--- config.mk ---
export PLATFORM = sky130hd
export DESIGN_NAME = s27_sig_analyzer
export DESIGN_NICKNAME = d
export VERILOG_FILES = /design/src/rtl/s27_sig_analyzer.sv
export SDC_FILE = /design/constraint.sdc
export NUM_CORES = 1
export LEC_CHECK = 0
export CAP_MARGIN = 20
export CORE_MARGIN = 1.5
export CORE_UTILIZATION = 58
export CTS_CLUSTER_SIZE = 10
export DETAILED_ROUTE_END_ITERATION = 6
export PLACE_DENSITY = 0.81
export SLEW_MARGIN = 20
export SYNTH_ARGS = -nofsm -noshare
export SYNTH_HDL_FRONTEND = slang
export SYNTH_SLANG_ARGS = --single-unit
--- constraint.sdc ---
create_clock -name CK -period 4 [get_ports CK]
set_input_delay 0.4 -clock CK [delete_from_list [all_inputs] [get_ports CK]]
set_output_delay 0.4 -clock CK [all_outputs]
set_load 0.05 [all_outputs]
--- src/rtl/s27_sig_analyzer.sv ---
// s27_sig_analyzer: response compactor for the s27 benchmark core.
// A serial-input signature register (Galois LFSR) compacts a fixed number
// of valid G17 samples after a short flush window, then flags PASS when the
// final signature matches the golden value.
//
// Ports:
//   CK        in   clock, all state updates on posedge
//   RN        in   synchronous active-low reset (priority over START)
//   START     in   run request, honoured only in IDLE or DONE
//   G17       in   serial response bit from s27
//   VALID_IN  in   qualifies G17 as a sample during CAPTURE
//   SIG       out  current signature register (SIG_W bits)
//   BUSY      out  high while flushing or capturing
//   DONE      out  high in the DONE state
//   PASS      out  SIG==EXPECT, valid while DONE, 0 otherwise
//
// Build option: define S27_SIG_RETIME_EN to register G17/VALID_IN before
// the SISR. The flush window then grows by one cycle so sample alignment to
// START is unchanged, and DONE/PASS rise one cycle later.

module s27_sig_analyzer #(
    parameter int unsigned        SIG_W  = 16,
    parameter logic [SIG_W-1:0]   POLY   = 16'h8005,
    parameter logic [SIG_W-1:0]   SEED   = 16'h0000,
    parameter int unsigned        SKIP   = 3,
    parameter int unsigned        COUNT  = 256,
    parameter logic [SIG_W-1:0]   EXPECT = 16'h0000
) (
    input  logic             CK,
    input  logic             RN,
    input  logic             START,
    input  logic             G17,
    input  logic             VALID_IN,
    output logic [SIG_W-1:0] SIG,
    output logic             BUSY,
    output logic             DONE,
    output logic             PASS
);

`ifdef S27_SIG_RETIME_EN
    localparam int unsigned SKIP_EFF = SKIP + 1;
`else
    localparam int unsigned SKIP_EFF = SKIP;
`endif

    localparam int unsigned CNT_MAX   = (SKIP_EFF > COUNT) ? SKIP_EFF : COUNT;
    localparam int unsigned CNT_W     = $clog2(CNT_MAX + 1);
    localparam int unsigned SKIP_LAST = (SKIP_EFF == 0) ? 0 : SKIP_EFF - 1;
    localparam int unsigned CNT_LAST  = (COUNT == 0) ? 0 : COUNT - 1;

    localparam logic [CNT_W-1:0] SKIP_LAST_C = CNT_W'(SKIP_LAST);
    localparam logic [CNT_W-1:0] CNT_LAST_C  = CNT_W'(CNT_LAST);
    localparam logic [CNT_W-1:0] CNT_ONE_C   = CNT_W'(1);

    typedef enum logic [1:0] {
        ST_IDLE    = 2'd0,
        ST_SKIP    = 2'd1,
        ST_CAPTURE = 2'd2,
        ST_DONE    = 2'd3
    } state_e;

    state_e             state_q, state_d;
    logic [SIG_W-1:0]   sig_q, sig_d;
    logic [CNT_W-1:0]   skip_cnt_q, skip_cnt_d;
    logic [CNT_W-1:0]   smp_cnt_q, smp_cnt_d;
    logic               busy_q, busy_d;
    logic               done_q, done_d;
    logic               pass_q, pass_d;

    logic               smp_bit_c;
    logic               smp_vld_c;
    logic               fb_c;
    logic [SIG_W-1:0]   sig_step_c;

    // Sample path into the SISR: optionally balanced by one register stage.
`ifdef S27_SIG_RETIME_EN
    logic g17_q;
    logic valid_q;

    always_ff @(posedge CK) begin
        if (!RN) begin
            g17_q   <= 1'b0;
            valid_q <= 1'b0;
        end else begin
            g17_q   <= G17;
            valid_q <= VALID_IN;
        end
    end

    assign smp_bit_c = g17_q;
    assign smp_vld_c = valid_q;
`else
    assign smp_bit_c = G17;
    assign smp_vld_c = VALID_IN;
`endif

    // One Galois SISR step: shift left, fold the polynomial in on feedback.
    assign fb_c       = sig_q[SIG_W-1] ^ smp_bit_c;
    assign sig_step_c = {sig_q[SIG_W-2:0], 1'b0} ^ (fb_c ? POLY : '0);

    // State and datapath registers.
    always_ff @(posedge CK) begin
        if (!RN) begin
            state_q    <= ST_IDLE;
            sig_q      <= SEED;
            skip_cnt_q <= '0;
            smp_cnt_q  <= '0;
            busy_q     <= 1'b0;
            done_q     <= 1'b0;
            pass_q     <= 1'b0;
        end else begin
            state_q    <= state_d;
            sig_q      <= sig_d;
            skip_cnt_q <= skip_cnt_d;
            smp_cnt_q  <= smp_cnt_d;
            busy_q     <= busy_d;
            done_q     <= done_d;
            pass_q     <= pass_d;
        end
    end

    // Next-state, datapath and registered-flag logic.
    always_comb begin
        state_d    = state_q;
        sig_d      = sig_q;
        skip_cnt_d = skip_cnt_q;
        smp_cnt_d  = smp_cnt_q;
        busy_d     = 1'b0;
        done_d     = 1'b0;
        pass_d     = 1'b0;

        case (state_q)
            ST_IDLE, ST_DONE: begin
                if (START) begin
                    sig_d      = SEED;
                    skip_cnt_d = '0;
                    smp_cnt_d  = '0;
                    state_d    = (SKIP_EFF == 0) ? ST_CAPTURE : ST_SKIP;
                end
            end
            ST_SKIP: begin
                // Flush window: sample inputs are ignored entirely.
                skip_cnt_d = skip_cnt_q + CNT_ONE_C;
                if (skip_cnt_q == SKIP_LAST_C) begin
                    state_d = ST_CAPTURE;
                end
            end
            ST_CAPTURE: begin
                if (smp_vld_c) begin
                    sig_d     = sig_step_c;
                    smp_cnt_d = smp_cnt_q + CNT_ONE_C;
                    if (smp_cnt_q == CNT_LAST_C) begin
                        state_d = ST_DONE;
                    end
                end
            end
            default: begin
                state_d = ST_IDLE;
            end
        endcase

        // Flags track the state being entered, so they line up with it.
        busy_d = (state_d == ST_SKIP) || (state_d == ST_CAPTURE);
        done_d = (state_d == ST_DONE);
        if (state_d == ST_DONE) begin
            // Compare once on entry; hold the verdict while DONE lasts.
            pass_d = (state_q == ST_DONE) ? pass_q : (sig_d == EXPECT);
        end
    end

    assign SIG  = sig_q;
    assign BUSY = busy_q;
    assign DONE = done_q;
    assign PASS = pass_q;

endmodule

==> results <==
- The routability-driven placement congestion ratio is approximately 0.84.
- Setup violations remaining at the end of the flow were counted as 0.
- The die span in x is about 60 µm.
- Clock tree synthesis inserted a total of 5 buffers.
- The routed wirelength normalized by instance count is roughly 15 µm.
- After layout, the worst setup slack is around 1700 ps.
- Counting distinct cell types in the post-synthesis netlist gives 42.
- The count of flip-flops with a built-in enable after synthesis is 0.
- The most used flip-flop cell after synthesis is dfxtp_1.
- For met1 alone, demand over resource in global routing was a little under a third.
- The fraction of the core area covered by cells at the end of the flow is a little over two thirds.
- The diode insertion count for antenna repair is 0.
- The endpoint class of the critical path is a register.
- The minimum clock period after layout is 2330 ps.
- For this run, the total global-route usage over all layers was measured as approximately a quarter.
- The filler cells instantiated in the layout total 254.
- The initial core utilization is between 60% and 70%.
- Internal power comes to 0.479 mW.
- The layout overhead on the synthesized area is 14.6%.
- The part of the cycle the worst path needs is between 50 and 60%.
- After clock tree synthesis, the repair step resized 0 gates.
- Counting flops with an async set or reset pin after synthesis yields a share of 0%.
- The cell area after synthesis is 1900 µm².
- A synthesized cell averages between 8 and 9 µm².
- For this design the total switching power over the nets is 0.176 mW.
- The clock slew at the register clock pins of the worst setup and hold paths is 120 ps.
- The die is around 60 µm tall.
- The most used routing layer is met2.
- The core region is about 3000 µm².
- The depth of the CTS H-tree is 2.
- The flow ran to the end, and the final reports show no timing, DRC or antenna violations.
- The worst setup timing slack at the placement stage is ~1600 ps.
- At the worst endpoint, the required time is about 4300 ps.
- The clock net in this run drives a total of 39 sinks.
- The type of the worst setup path is reg -> reg.
- Between clock sinks in the finished design, the worst skew comes to about 4.3 ps.
- The clock passes through at most 2 buffers.
- Along the worst path, the maximum fanout reaches 4.
- The clock network accounts for a little under a third of the total power.
- The leakage power figure is roughly 0.82 nW.
- Of the post-synthesis cell area, the dominant cell type holds 41.1%.
- The final max-slew violation count is 0.
- The final layout contains routed wiring with a total length of about 4000 µm.
- The count of endpoints failing hold in the final timing report is 0.
- The detail route stage leaves a number of antenna-violating nets equal to 0.
- The number of buffers inserted for hold repair after clock tree synthesis is 0.
- For the worst setup path, the data arrival time is between 2000 and 3000 ps.
- The area enclosed by the die boundary is 3620 µm².
- The remaining global-route overflow is 0.
- Counting flops and latches in the post-synthesis netlist gives 39.
- The final route contains roughly 1.6k vias.
- The latest clock arrival within the worst-skew pair is about 350 ps.
- The initial antenna violation count is 0.
- 24 I/O pins were placed.
- The highest achievable clock rate is 430 MHz.
- The total number of nets in the final design is approximately 250.
- Of the cells placed in the final design, the portion with a size suffix greater than 1 is under 10%.
- Row generation in the floorplan step produced 20 rows.
- The maximum VDD drop is 241 µV.
- For the pin with the worst max-slew slack, the measured transition is roughly 660 ps.
- The portion of total power attributed to sequential cells is around 60%.
- Entering global routing, the biggest net connects 23 pins.
- The violation count after the first detailed-routing iteration is just under 70.
- The first-pass iteration count of the detailed router is 4.
- The leading area contributor after synthesis is dfxtp_1.
- The via count of the first global-routing pass was 1,539.
- Setup repair after global routing left no endpoint under its margin.
- The worst setup path is launched from a register.
- In this run switching power makes up ~27% of total power.
- Using the TritonRoute via totals, the vias-per-cell ratio works out to 5.86.
- CTS placed an instance of clkbuf_4 at the clock tree root.
- The number of setup buffers added after CTS is 0.
- Yosys attributes the largest share of cell area to dfxtp_1 41%, nor2_1 6.5%, a22oi_1 5.9%.
- The max capacitance violation total is 0.
- The proportion of power drawn by combinational gates is 9.4%.
- The number of nets handed over by synthesis was approximately 230.
- Global routing used between 40% and 50% of the available met2 tracks.
- TritonCTS built the clock tree.
- The power density relative to cell area is 301 nW/µm².
- Of the synthesized area, sequential elements account for 41.1%.
- For the final routed database, the setup TNS stands at 0 ps.
- The tightest min-delay check is of the reg -> reg type.
- The relative slew slack is 56.1%.
- Synthesis produced a netlist whose cell count is around 220.
- The overall power after layout is approximately 0.65 mW.
- After detailed routing, the number of remaining DRC violations is 0.
- The first global-routing pass estimated approximately 6800 µm of wire.
- The half-perimeter wire length after placement is 3050 µm.
- The post-route worst hold slack is around 520 ps.
- Global routing used under 10% of the available met3 tracks.
- During placement, the flow inserted port buffers numbering 23.
- The Yosys step of the flow raised 0 warnings.
[power groups by stage]
| stage | sequential, mW | combinational, mW | clock, mW |
|---|---|---|---|
| final | 0.394 | 0.0613 | 0.200 |
| after global routing | 0.394 | 0.0672 | 0.221 |
| after CTS | 0.394 | 0.0610 | 0.201 |
| after detailed placement | 0.403 | 0.0608 | 0 |
| after global placement | 0.402 | 0.0588 | 0 |
| after floorplan | 0.406 | 0.0467 | 0 |
[routing by layer]
metal	wire (µm)	part of all wire [%]	vias to the layer above
li1	-	-	803
met1	1890	46	789
met2	2010	49	38
met3	130	3.2	10
met4	72	1.8	0
met5	0	0	-
[through the flow]
stage,cell area (µm²),cells
after detailed placement,2120,272
final,2170,280
after CTS,2170,280
after floorplan,1900,215
after global routing,2170,280
after global placement,2120,272
[cells by family (layout without fill, tap and decap cells)]
logic type	count (synthesis)	after routing	share of synthesized area [%]
compound gates	40	40	14.2
xor+xnor	13	13	6.00
fa+ha+maj	8	8	5.27
buf+inv	17	38	4.88
flops	39	39	41.1
mux	4	4	2.50
simple gates	94	94	26.0
[synth_stat cells (all sizes together), types with 6 or more instances]
| cell | n |
|---|---|
| nand2 | 15 |
| a22oi | 15 |
| a21oi | 8 |
| nand4 | 9 |
| o21ai | 9 |
| ha | 8 |
| nand3 | 8 |
| buf | 7 |
| inv | 7 |
| nor2 | 33 |
| xor2 | 12 |
| dfxtp | 39 |
| and3 | 6 |
[critical path: stages, from the launching register on]
cell and delay, ps:
dfxtp_1 410, and3_1 230, and3_1 200, and3_1 160, ha_1 140, nand4b_1 130
nand3_1 140, ha_1 150, nand2_1 90, a211oi_1 190, nand4_1 140, o32ai_2 250
[cell type report]
type                            count  area [µm²]  share of cell area [%]
Sequential cell                    39         781                    35.9
Clock buffer                        5        37.5                    1.73
Tap cell                           44        55.1                    2.53
Multi-Input combinational cell    159        1020                    47.1
Timing Repair Buffer               23         230                    10.6
Inverter                            7        26.3                    1.21
Clock inverter                      3        20.0                   0.921
[final timing paths]
kind	to	start	slack, ps	cells past startpoint
worst max-delay path	PASS	smp_cnt_q[2]	1670	11
worst max register to register	PASS	smp_cnt_q[2]	1670	11
worst min register to register	PASS	PASS	520	2
worst min-delay path	PASS	PASS	520	2
[sequential cells by signal, indices dropped and copies added, names as in the netlist]
name        flops
PASS            1
SIG            16
state_q         2
DONE            1
smp_cnt_q       9
BUSY            1
skip_cnt_q      9
[cell usage in the layout, fill, tap and decap left out, drive strengths merged, types with 2 or more instances in the layout]
master | netlist | routed
nor3 | 2 | 2
nand3b | 2 | 2
a22oi | 15 | 15
nor2 | 33 | 33
dfxtp | 39 | 39
or3 | 2 | 2
mux2 | 3 | 3
xor2 | 12 | 12
clkbuf | 3 | 5
ha | 8 | 8
nor4 | 2 | 2
inv | 7 | 7
a211oi | 2 | 2
a21oi | 8 | 8
nand4b | 2 | 2
and3 | 6 | 6
clkinvlp | 0 | 2
o21ai | 9 | 9
nand4 | 9 | 9
nand3 | 8 | 8
nand2 | 15 | 15
clkdlybuf4s50 | 0 | 23
nor4b | 2 | 2
nand2b | 5 | 5
and2 | 3 | 3
No activity file was read; power rests on OpenSTA's default activity.
